--- src/rtl/mem_port_arbiter_if.sv ---
// Bundle of pipeline requester and memory-macro signals for mem_port_arbiter.
//   slave  : arbiter view (requests and mem_rdata in; grants, read data and memory controls out)
//   master : view of whatever drives the requests and models the memory
interface mem_port_arbiter_if #(
    parameter int unsigned ADDR_W = 16
);
    logic              if_req;
    logic [ADDR_W-1:0] if_addr;
    logic              if_gnt;
    logic              if_rvalid;
    logic [15:0]       if_rdata;

    logic              ld_req;
    logic [ADDR_W-1:0] ld_addr;
    logic              ld_gnt;
    logic              ld_rvalid;
    logic [15:0]       ld_rdata;

    logic              st_req;
    logic [ADDR_W-1:0] st_addr;
    logic [15:0]       st_data;
    logic              st_gnt;
    logic              st_done;

    logic [ADDR_W-2:0] mem_addr;
    logic              mem_ren;
    logic [15:0]       mem_rdata;
    logic              mem_wen;
    logic [1:0]        mem_wbe;
    logic [15:0]       mem_wdata;

    modport slave (
        input  if_req, if_addr, ld_req, ld_addr, st_req, st_addr, st_data, mem_rdata,
        output if_gnt, if_rvalid, if_rdata, ld_gnt, ld_rvalid, ld_rdata, st_gnt, st_done,
               mem_addr, mem_ren, mem_wen, mem_wbe, mem_wdata
    );

    modport master (
        output if_req, if_addr, ld_req, ld_addr, st_req, st_addr, st_data, mem_rdata,
        input  if_gnt, if_rvalid, if_rdata, ld_gnt, ld_rvalid, ld_rdata, st_gnt, st_done,
               mem_addr, mem_ren, mem_wen, mem_wbe, mem_wdata
    );
endinterface

--- src/rtl/mem_port_arbiter.sv ---
// Shares one single-ported 16-bit word memory between instruction fetch, data load
// and data store. Byte addresses; odd addresses are split into two word accesses.
// Ports:
//   clk   : rising-edge clock
//   rst_n : asynchronous active-low reset
//   bus   : mem_port_arbiter_if.slave (requester handshakes + memory macro controls)
// Grants and memory controls are combinational in the grant cycle; rvalid is registered.
module mem_port_arbiter #(
    parameter int unsigned ADDR_W       = 16,
    parameter int unsigned STARVE_LIMIT = 4
) (
    input logic              clk,
    input logic              rst_n,
    mem_port_arbiter_if.slave bus
);
    localparam int unsigned WORD_W = ADDR_W - 1;
    localparam int unsigned CNT_W  = $clog2(STARVE_LIMIT + 1);

    typedef enum logic [1:0] {IDLE, LD_HI, ST_HI} state_t;

    state_t            state_q, state_d;
    logic [CNT_W-1:0]  starve_q, starve_d;
    logic [WORD_W-1:0] widx_q, widx_d;     // first word index of a split access
    logic [7:0]        byte_q, byte_d;     // carried byte: load low byte or store high byte
    logic              rd_ld_q, rd_ld_d;   // split read belongs to the load port
    logic              if_rv_q, if_rv_d;
    logic              ld_rv_q, ld_rv_d;
    logic              mis_q, mis_d;       // pending rvalid is the tail of a split read

    logic              promote;
    logic              rd_go;
    logic [ADDR_W-1:0] rd_addr;

    assign promote = (starve_q == CNT_W'(STARVE_LIMIT));

    // Arbitration, memory access issue and next-state; everything is held at zero in reset
    always_comb begin
        state_d       = state_q;
        starve_d      = starve_q;
        widx_d        = widx_q;
        byte_d        = byte_q;
        rd_ld_d       = rd_ld_q;
        if_rv_d       = 1'b0;
        ld_rv_d       = 1'b0;
        mis_d         = 1'b0;
        rd_go         = 1'b0;
        rd_addr       = '0;
        bus.if_gnt    = 1'b0;
        bus.ld_gnt    = 1'b0;
        bus.st_gnt    = 1'b0;
        bus.st_done   = 1'b0;
        bus.mem_addr  = '0;
        bus.mem_ren   = 1'b0;
        bus.mem_wen   = 1'b0;
        bus.mem_wbe   = 2'b00;
        bus.mem_wdata = 16'h0000;

        if (rst_n) begin
            unique case (state_q)
                IDLE: begin
                    // Starved fetch jumps to the top, otherwise st > ld > if
                    if (bus.if_req && (promote || !(bus.st_req || bus.ld_req))) begin
                        bus.if_gnt = 1'b1;
                        rd_go      = 1'b1;
                        rd_addr    = bus.if_addr;
                    end else if (bus.st_req) begin
                        bus.st_gnt = 1'b1;
                    end else if (bus.ld_req) begin
                        bus.ld_gnt = 1'b1;
                        rd_go      = 1'b1;
                        rd_addr    = bus.ld_addr;
                    end

                    if (rd_go) begin
                        bus.mem_ren  = 1'b1;
                        bus.mem_addr = rd_addr[ADDR_W-1:1];
                        widx_d       = rd_addr[ADDR_W-1:1];
                        rd_ld_d      = bus.ld_gnt;
                        if (rd_addr[0]) begin
                            state_d = LD_HI;
                        end else begin
                            if_rv_d = bus.if_gnt;
                            ld_rv_d = bus.ld_gnt;
                        end
                    end

                    if (bus.st_gnt) begin
                        bus.mem_wen  = 1'b1;
                        bus.mem_addr = bus.st_addr[ADDR_W-1:1];
                        widx_d       = bus.st_addr[ADDR_W-1:1];
                        if (bus.st_addr[0]) begin
                            bus.mem_wbe   = 2'b10;
                            bus.mem_wdata = {bus.st_data[7:0], 8'h00};
                            byte_d        = bus.st_data[15:8];
                            state_d       = ST_HI;
                        end else begin
                            bus.mem_wbe   = 2'b11;
                            bus.mem_wdata = bus.st_data;
                            bus.st_done   = 1'b1;
                        end
                    end

                    if (bus.if_gnt) begin
                        starve_d = '0;
                    end else if (bus.if_req && (bus.st_gnt || bus.ld_gnt) && !promote) begin
                        starve_d = starve_q + CNT_W'(1);
                    end
                end

                LD_HI: begin
                    // Word W arrives now; keep its high byte, fetch W+1 (wraps naturally)
                    bus.mem_ren  = 1'b1;
                    bus.mem_addr = widx_q + WORD_W'(1);
                    byte_d       = bus.mem_rdata[15:8];
                    mis_d        = 1'b1;
                    if_rv_d      = !rd_ld_q;
                    ld_rv_d      = rd_ld_q;
                    state_d      = IDLE;
                end

                ST_HI: begin
                    bus.mem_wen   = 1'b1;
                    bus.mem_addr  = widx_q + WORD_W'(1);
                    bus.mem_wbe   = 2'b01;
                    bus.mem_wdata = {8'h00, byte_q};
                    bus.st_done   = 1'b1;
                    state_d       = IDLE;
                end

                default: state_d = IDLE;
            endcase
        end
    end

    // State and bookkeeping registers
    always_ff @(posedge clk or negedge rst_n) begin
        if (!rst_n) begin
            state_q  <= IDLE;
            starve_q <= '0;
            widx_q   <= '0;
            byte_q   <= 8'h00;
            rd_ld_q  <= 1'b0;
            if_rv_q  <= 1'b0;
            ld_rv_q  <= 1'b0;
            mis_q    <= 1'b0;
        end else begin
            state_q  <= state_d;
            starve_q <= starve_d;
            widx_q   <= widx_d;
            byte_q   <= byte_d;
            rd_ld_q  <= rd_ld_d;
            if_rv_q  <= if_rv_d;
            ld_rv_q  <= ld_rv_d;
            mis_q    <= mis_d;
        end
    end

    logic [15:0] rd_word;
    assign rd_word = mis_q ? {bus.mem_rdata[7:0], byte_q} : bus.mem_rdata;

    // Read data is only driven while the matching rvalid is high
    assign bus.if_rvalid = if_rv_q;
    assign bus.ld_rvalid = ld_rv_q;
    assign bus.if_rdata  = if_rv_q ? rd_word : 16'h0000;
    assign bus.ld_rdata  = ld_rv_q ? rd_word : 16'h0000;
endmodule
--- src/flat_wrapper.sv ---
// flat-port wrapper written by rule: the top's interface ports become plain ports
module mem_port_arbiter_flat 
#(
    parameter int unsigned ADDR_W       = 16,
    parameter int unsigned STARVE_LIMIT = 4
)
  (clk, rst_n, bus_if_req, bus_if_addr, bus_ld_req, bus_ld_addr, bus_st_req, bus_st_addr, bus_st_data, bus_mem_rdata, bus_if_gnt, bus_if_rvalid, bus_if_rdata, bus_ld_gnt, bus_ld_rvalid, bus_ld_rdata, bus_st_gnt, bus_st_done, bus_mem_addr, bus_mem_ren, bus_mem_wen, bus_mem_wbe, bus_mem_wdata);
  mem_port_arbiter_if #(.ADDR_W(ADDR_W)) bus_i ();
  input logic clk;
  input logic rst_n;
  input wire logic [$bits(bus_i.if_req)-1:0] bus_if_req;
  input wire logic [$bits(bus_i.if_addr)-1:0] bus_if_addr;
  input wire logic [$bits(bus_i.ld_req)-1:0] bus_ld_req;
  input wire logic [$bits(bus_i.ld_addr)-1:0] bus_ld_addr;
  input wire logic [$bits(bus_i.st_req)-1:0] bus_st_req;
  input wire logic [$bits(bus_i.st_addr)-1:0] bus_st_addr;
  input wire logic [$bits(bus_i.st_data)-1:0] bus_st_data;
  input wire logic [$bits(bus_i.mem_rdata)-1:0] bus_mem_rdata;
  output wire logic [$bits(bus_i.if_gnt)-1:0] bus_if_gnt;
  output wire logic [$bits(bus_i.if_rvalid)-1:0] bus_if_rvalid;
  output wire logic [$bits(bus_i.if_rdata)-1:0] bus_if_rdata;
  output wire logic [$bits(bus_i.ld_gnt)-1:0] bus_ld_gnt;
  output wire logic [$bits(bus_i.ld_rvalid)-1:0] bus_ld_rvalid;
  output wire logic [$bits(bus_i.ld_rdata)-1:0] bus_ld_rdata;
  output wire logic [$bits(bus_i.st_gnt)-1:0] bus_st_gnt;
  output wire logic [$bits(bus_i.st_done)-1:0] bus_st_done;
  output wire logic [$bits(bus_i.mem_addr)-1:0] bus_mem_addr;
  output wire logic [$bits(bus_i.mem_ren)-1:0] bus_mem_ren;
  output wire logic [$bits(bus_i.mem_wen)-1:0] bus_mem_wen;
  output wire logic [$bits(bus_i.mem_wbe)-1:0] bus_mem_wbe;
  output wire logic [$bits(bus_i.mem_wdata)-1:0] bus_mem_wdata;
  assign bus_i.if_req = bus_if_req;
  assign bus_i.if_addr = bus_if_addr;
  assign bus_i.ld_req = bus_ld_req;
  assign bus_i.ld_addr = bus_ld_addr;
  assign bus_i.st_req = bus_st_req;
  assign bus_i.st_addr = bus_st_addr;
  assign bus_i.st_data = bus_st_data;
  assign bus_i.mem_rdata = bus_mem_rdata;
  assign bus_if_gnt = bus_i.if_gnt;
  assign bus_if_rvalid = bus_i.if_rvalid;
  assign bus_if_rdata = bus_i.if_rdata;
  assign bus_ld_gnt = bus_i.ld_gnt;
  assign bus_ld_rvalid = bus_i.ld_rvalid;
  assign bus_ld_rdata = bus_i.ld_rdata;
  assign bus_st_gnt = bus_i.st_gnt;
  assign bus_st_done = bus_i.st_done;
  assign bus_mem_addr = bus_i.mem_addr;
  assign bus_mem_ren = bus_i.mem_ren;
  assign bus_mem_wen = bus_i.mem_wen;
  assign bus_mem_wbe = bus_i.mem_wbe;
  assign bus_mem_wdata = bus_i.mem_wdata;
  mem_port_arbiter #(.ADDR_W(ADDR_W), .STARVE_LIMIT(STARVE_LIMIT)) u_core (.clk(clk), .rst_n(rst_n), .bus(bus_i));
endmodule
--- config.mk ---
export PLATFORM = sky130hd
export DESIGN_NAME = mem_port_arbiter_flat
export DESIGN_NICKNAME = d
export VERILOG_FILES = /design/src/rtl/mem_port_arbiter_if.sv /design/src/rtl/mem_port_arbiter.sv /design/src/flat_wrapper.sv
export SDC_FILE = /design/constraint.sdc
export NUM_CORES = 1
export LEC_CHECK = 0
export CAP_MARGIN = 20
export CELL_PAD_IN_SITES_DETAIL_PLACEMENT = 1
export CELL_PAD_IN_SITES_GLOBAL_PLACEMENT = 2
export CORE_MARGIN = 2
export CORE_UTILIZATION = 21
export CTS_BUF_LIST = sky130_fd_sc_hd__clkbuf_4 sky130_fd_sc_hd__clkbuf_8
export CTS_CLUSTER_SIZE = 24
export DETAILED_ROUTE_END_ITERATION = 8
export PLACE_DENSITY = 0.9
export SYNTH_ARGS = -nofsm -noshare
export SYNTH_HDL_FRONTEND = slang
export SYNTH_SLANG_ARGS = --single-unit
--- constraint.sdc ---
create_clock -name clk -period 2.12 [get_ports clk]
set_input_delay 0.212 -clock clk [delete_from_list [all_inputs] [get_ports clk]]
set_output_delay 0.212 -clock clk [all_outputs]
set_load 0.005 [all_outputs]
After elaboration in Yosys (flattened, before gate mapping)
Cells that the tools add are included.
{"block": "totals", "inputBits": 85, "output_inout_bits": 73, "latch_bits": 0, "elab_cells": 106, "ramBits": 0, "romBits": 0, "mem_count": 0, "register_bits": 32}
{"block": "classes", "n_reduce_logical": 18, "n_lt_le_gt_ge": 0, "n_mul": 0, "eq_ne": 5, "bitwise": 0, "n_addsub": 2, "muxes": 73, "n_div": 0, "shift": 0}
{"operator": "two-way mux 16 bit", "count": 11}
{"operator": "two-way mux 15 bit", "count": 5}
{"operator": "two-way mux 1 bit", "count": 37}
{"operator": "one-hot mux 16 bit (2 select lines)", "count": 1}
{"operator": "one-hot mux 15 bit (2 select lines)", "count": 1}
{"operator": "two-way mux 8 bit", "count": 2}
{"operator": "one-hot mux 8 bit (2 select lines)", "count": 1}
{"operator": "adder 15 x 1 -> 15 bit (second input constant)", "count": 1}
{"operator": "two-way mux 2 bit", "count": 7}
{"operator": "one-hot mux 1 bit (2 select lines)", "count": 5}
{"operator": "AND reduction 3 bit", "count": 3}
{"operator": "two-way mux 3 bit", "count": 2}
{"operator": "nonzero test 2 bit", "count": 3}
{"operator": "one-hot mux 2 bit (2 select lines)", "count": 1}
{"operator": "AND reduction 4 bit", "count": 1}
{"operator": "adder 3 x 1 -> 3 bit (second input constant)", "count": 1}
{"operator": "equality test 3 bit (second input constant)", "count": 1}
{"operator": "logical AND 1 bit", "count": 3}
{"operator": "zero test 1 bit", "count": 3}
{"operator": "logical OR 1 bit", "count": 3}
{"operator": "equality test 2 x 1 -> 1 bit (second input constant)", "count": 1}
{"operator": "equality test 2 bit (second input constant)", "count": 1}
{"operator": "zero test 2 bit", "count": 1}
{"operator": "!= test 2 x 1 -> 1 bit (second input constant)", "count": 1}
{"operator": "2 further kinds", "count": 2}

Depth between registers and ports, before layout
{"block": "logic_depth", "depth_word": 12, "ltp_mapped": 8, "ltp_nobuf": 6}

Worst setup path after synthesis
OpenSTA, ideal clock, no wires.
{"block": "synth_path", "path_type": "register to register", "startpoint": "register u_core.state_q[0]", "endpoint": "register u_core.byte_q[0]", "t_required_ps": 1995, "path_buffers": 1, "setup_slack_ps": 381, "setup_ps": 125, "t_arrival_ps": 1615, "path_stages_with_launch": 7, "period_less_slack_ps": 1739, "cell_sequence": "dfrtp_1 -> inv_1 -> ha_1 -> clkbuf_1 -> inv_1 -> a31oi_4 -> mux2_2"}
{"block": "synth_between", "elab_chain_len": 3, "word_cells_on_any_way": 7, "cone_classes": "eq/ne (3); mux (1); reduce/logical (3)"}
{"item": "from (decl)", "line": "mem_port_arbiter.sv:21", "source": "state_t state_q, state_d;"}
{"item": "from (signal assigned)", "line": "mem_port_arbiter.sv:147", "source": "state_q <= state_d;"}
{"item": "zero test 2 bit or equality test 2 x 1 -> 1 bit (tied branches)", "line": "mem_port_arbiter.sv:59", "source": "unique case (state_q)"}
{"item": "!= test 2 x 1 -> 1 bit (no line) (tied with other cells)"}
{"item": "AND reduction 4 bit (no line)"}
{"item": "to (signal assigned)", "line": "mem_port_arbiter.sv:150", "source": "byte_q <= byte_d;"}
{"item": "to (decl)", "line": "mem_port_arbiter.sv:24", "source": "logic [7:0] byte_q, byte_d;"}
Several ways; a longest one is shown, not always the timed one.
A chain may end at the register's enable or synchronous reset.

Worst setup path in the final report
{"block": "layout_path", "startpoint": "register u_core.starve_q[0]", "endpoint": "output bus_mem_addr[10]"}
{"block": "layout_between", "elab_chain_len": 10, "word_cells_on_any_way": 16, "cone_classes": "eq/ne (1); mux (13); reduce/logical (2)"}
{"item": "from (decl)", "line": "mem_port_arbiter.sv:22", "source": "logic [CNT_W-1:0] starve_q, starve_d;"}
{"item": "from (signal assigned)", "line": "mem_port_arbiter.sv:148", "source": "starve_q <= starve_d;"}
{"item": "equality test 3 bit *", "line": "mem_port_arbiter.sv:34", "source": "assign promote = (starve_q == CNT_W'(STARVE_LIMIT));"}
{"item": "logical OR 1 bit *", "line": "mem_port_arbiter.sv:62", "source": "if (bus.if_req && (promote || !(bus.st_req || bus.ld_req))) begin"}
{"item": "logical AND 1 bit *", "line": "mem_port_arbiter.sv:62"}
{"item": "two-way mux 16 bit or two-way mux 1 bit (tied branches)", "line": "mem_port_arbiter.sv:62"}
{"item": "two-way mux 16 bit or two-way mux 1 bit (tied branches)", "line": "mem_port_arbiter.sv:59"}
{"item": "two-way mux 16 bit or two-way mux 1 bit (tied branches)", "line": "mem_port_arbiter.sv:58", "source": "if (rst_n) begin"}
{"item": "two-way mux 15 bit", "line": "mem_port_arbiter.sv:74", "source": "if (rd_go) begin"}
{"item": "two-way mux 15 bit *", "line": "mem_port_arbiter.sv:87", "source": "if (bus.st_gnt) begin"}
{"item": "one-hot mux 15 bit (2 select lines) *", "line": "mem_port_arbiter.sv:59"}
{"item": "two-way mux 15 bit *", "line": "mem_port_arbiter.sv:58"}
{"item": "to (decl)", "line": "flat_wrapper.sv:27", "source": "output wire logic [$bits(bus_i.mem_addr)-1:0] bus_mem_addr;"}
Mark *: on every way between the ends. The rest lies on a longest branch, timed or not. The select of a mux whose other input is x is not followed.

==> results.ini <==
[pwr]
leakage_nw = 2.26
fin_total_pwr_mw = 4.85
vdd_drop_max_uv = 346
p_per_area_nw_per_um2 = 870

[flow_run]
max_cap_violations = 0

[synth]
yosysWarnings = 0
synth.largest_area_cell = dfrtp_1
synth_nets = 422
synth_top_area_share_pct = 28.3
syn_inst = 330
synthTopCellsByCount = 35 x nor2b_1, 32 x dfrtp_1, 28 x nand2_1
synth_flop_cell = dfrtp_1
synth-edff-count = 0
synth.most_common_cell = nor2b_1
async_flop_share_pct = 100
yosysSeqAreaShare_pct = 28.3
synthTopCellsByArea = dfrtp_1 28%, mux2i_1 8.5%, nor2b_1 7.8%
avgSynthCellArea_um2 = 8.56
synth_cell_types = 40
synth_area_um2 = 2830
synth-seq-cells = 32

[placement]
dpl.cell_count = 692
place.port_buffers = 157
place_hpwl_um = 10600
placed_area_um2 = 4970
globalplace.congestion = 0.840
dp_slack_ns = -0.332

[sta]
tightestPinTransition_ns = 0.501
period_minus_slack_ns = 2.36
tns_ns = -2.65
period_share_pct = 111
rsz0062_at_grt = true
holdWs_ns = 0.0883
setup_violations = 32
finalMaxSlewViolations = 0
skew_ns = 0.00482
slew_headroom_pct = 66.6
hold_viol_final = 0
max_freq_mhz = 425
setup_slack_ns = -0.236

[detailed_routing]
avgViaCountPerCell = 4.94
routed_wl_um = 14400
vias = 3563
drc = 0
wl_per_cell_um = 19.9
ant_nets = 0
first_pass_iters = 6
drt-initial-drc-count = 211

[grt]
grt_util_met2_pct = 32.8
grt_pass1_wl_um = 21300
antenna_found_initial = 1
grt_use_met1_pct = 24.2
grtUsageTotal_pct = 18.9
grt_max_degree = 33
grt_pass1_vias = 3807
top_usage_layer = met2
gr-usage-met3_pct = 3.42
grt.overflow.total = 0

[floorplanning]
rows = 42
fp.dieW_um = 120
ios = 158
dieArea_um2 = 14400
die_h_um = 120
initial_utilization_pct = 21.4
coreArea_um2 = 13200

[clock_network]
clk_pin_slew_ns = 0.08
htreeDepth = 2
cts_tree = built
cts_root_buf = clkbuf_8
clk_latency_ns = 0.29
cts_buffer_depth = 2
cts-buffers-inserted = 5
clock_sinks = 32

[finish]
regArea_um2 = 802
layout.nets = 636
num_antenna_cells = 0
multiInputGateArea_um2 = 2260
post_route_cells_drive_above_1_share_pct = 37.8
final_cells = 721
utilization_pct = 42.2
synthToLayoutAreaGrowth_pct = 97.2
finalInstanceArea_um2 = 5570
fillerInstances = 1477

[critical_path]
cp-start-kind = flop
crit_arrival_ns = 2.14
path_max_fanout = 4
cp-end-kind = primary output
path_class = flop to primary output
cp_data_required_time_ns = 1.91

[status]
status = finished, violations left
failed_checks = setup timing

[hold_path]
min_path_type = primary input to async pin

routing by layer:
layer / wire (µm) / vias up
li1: - / 1651
met1: 6090 / 1778
met2: 7420 / 107
met3: 551 / 25
met4: 297 / 2
met5: 12 / -
layout by cell type (no fill, tap or decap), types with 3 or more instances in the layout:
master	Yosys	layout
o21ai_0	18	15
clkdlybuf4s50_1	0	117
clkbuf_2	1	5
nand4_1	5	5
xor2_1	4	4
clkbuf_8	0	7
nor2b_1	35	34
inv_1	11	8
mux2_2	17	17
nor2_4	0	7
nand3_1	9	8
xnor2_1	9	9
o22ai_2	0	10
o21bai_2	0	8
o21ai_2	0	3
buf_4	2	57
ha_1	7	5
o21bai_4	0	7
inv_2	0	3
dfrtp_1	32	31
a222oi_1	15	15
nand2_1	28	26
buf_2	9	29
buf_6	0	20
mux2i_1	24	24
nor2_1	23	15
buf_12	0	5
a22oi_2	0	8
kinds of logic after synthesis:
group / count (synthesis) / share of synthesized area [%]
simple gates: 112 / 20.9
mux: 41 / 15.3
flops: 32 / 28.3
xor+xnor: 13 / 4.03
compound gates: 86 / 22.5
fa+ha+maj: 7 / 3.10
buf+inv: 39 / 5.89
area by class of cell:
| class | count | share of cell area [%] |
|---|---|---|
| inverter | 11 | 0.741 |
| tap | 176 | 3.95 |
| clock inverter | 1 | 0.539 |
| clock buffer | 7 | 1.73 |
| sequential | 32 | 14.4 |
| multi-input combinational | 259 | 40.6 |
| timing repair buffer | 235 | 38.0 |
registers in the layout (all words and copies together), names as in the netlist:
| name | count |
|---|---|
| u_core.bus.ld_rvalid | 1 |
| u_core.byte_q | 8 |
| u_core.starve_q | 3 |
| u_core.state_q | 2 |
| u_core.mis_q | 1 |
| u_core.rd_ld_q | 1 |
| u_core.bus.if_rvalid | 1 |
| u_core.widx_q | 15 |
worst paths after layout:
kind	start	to	slack [ns]	cells after the start
hold / removal	rst_n	u_core.widx_q[14]	0.09	3
setup / recovery	u_core.starve_q[0]	bus_mem_addr[10]	-0.24	9
hold reg to reg	u_core.rd_ld_q	u_core.bus.if_rvalid	0.49	1
max in group asynchronous	rst_n	u_core.widx_q[4]	1.84	3
min in group clk	rst_n	u_core.rd_ld_q	0.45	4
setup reg to reg	u_core.starve_q[0]	u_core.byte_q[1]	0.14	8
power by group:
part | internal, mW | switching (mW)
Combinational | 1.61 | 1.39
Clock | 0.415 | 0.254
Sequential | 0.873 | 0.298
Total | 2.90 | 1.95
worst max-delay path, stage by stage, from the launching register on:
cell and delay (ns):
dfrtp_1 0.39, inv_2 0.07, ha_4 0.17, o2bb2ai_4 0.14, buf_6 0.14, a222oi_1 0.41
buf_4 0.20, o21bai_4 0.12, o22ai_2 0.09, buf_2 0.14
repair_timing:
action	4_1_cts	5_1_grt
setup buffers	12	7
resized for setup	192	60
cloned	1	0
setup endpoints to repair	39	38
hold buffers	1	0
hold endpoints to repair	32	0
pin swaps	25	29
Power figures use the tool's default switching activity.
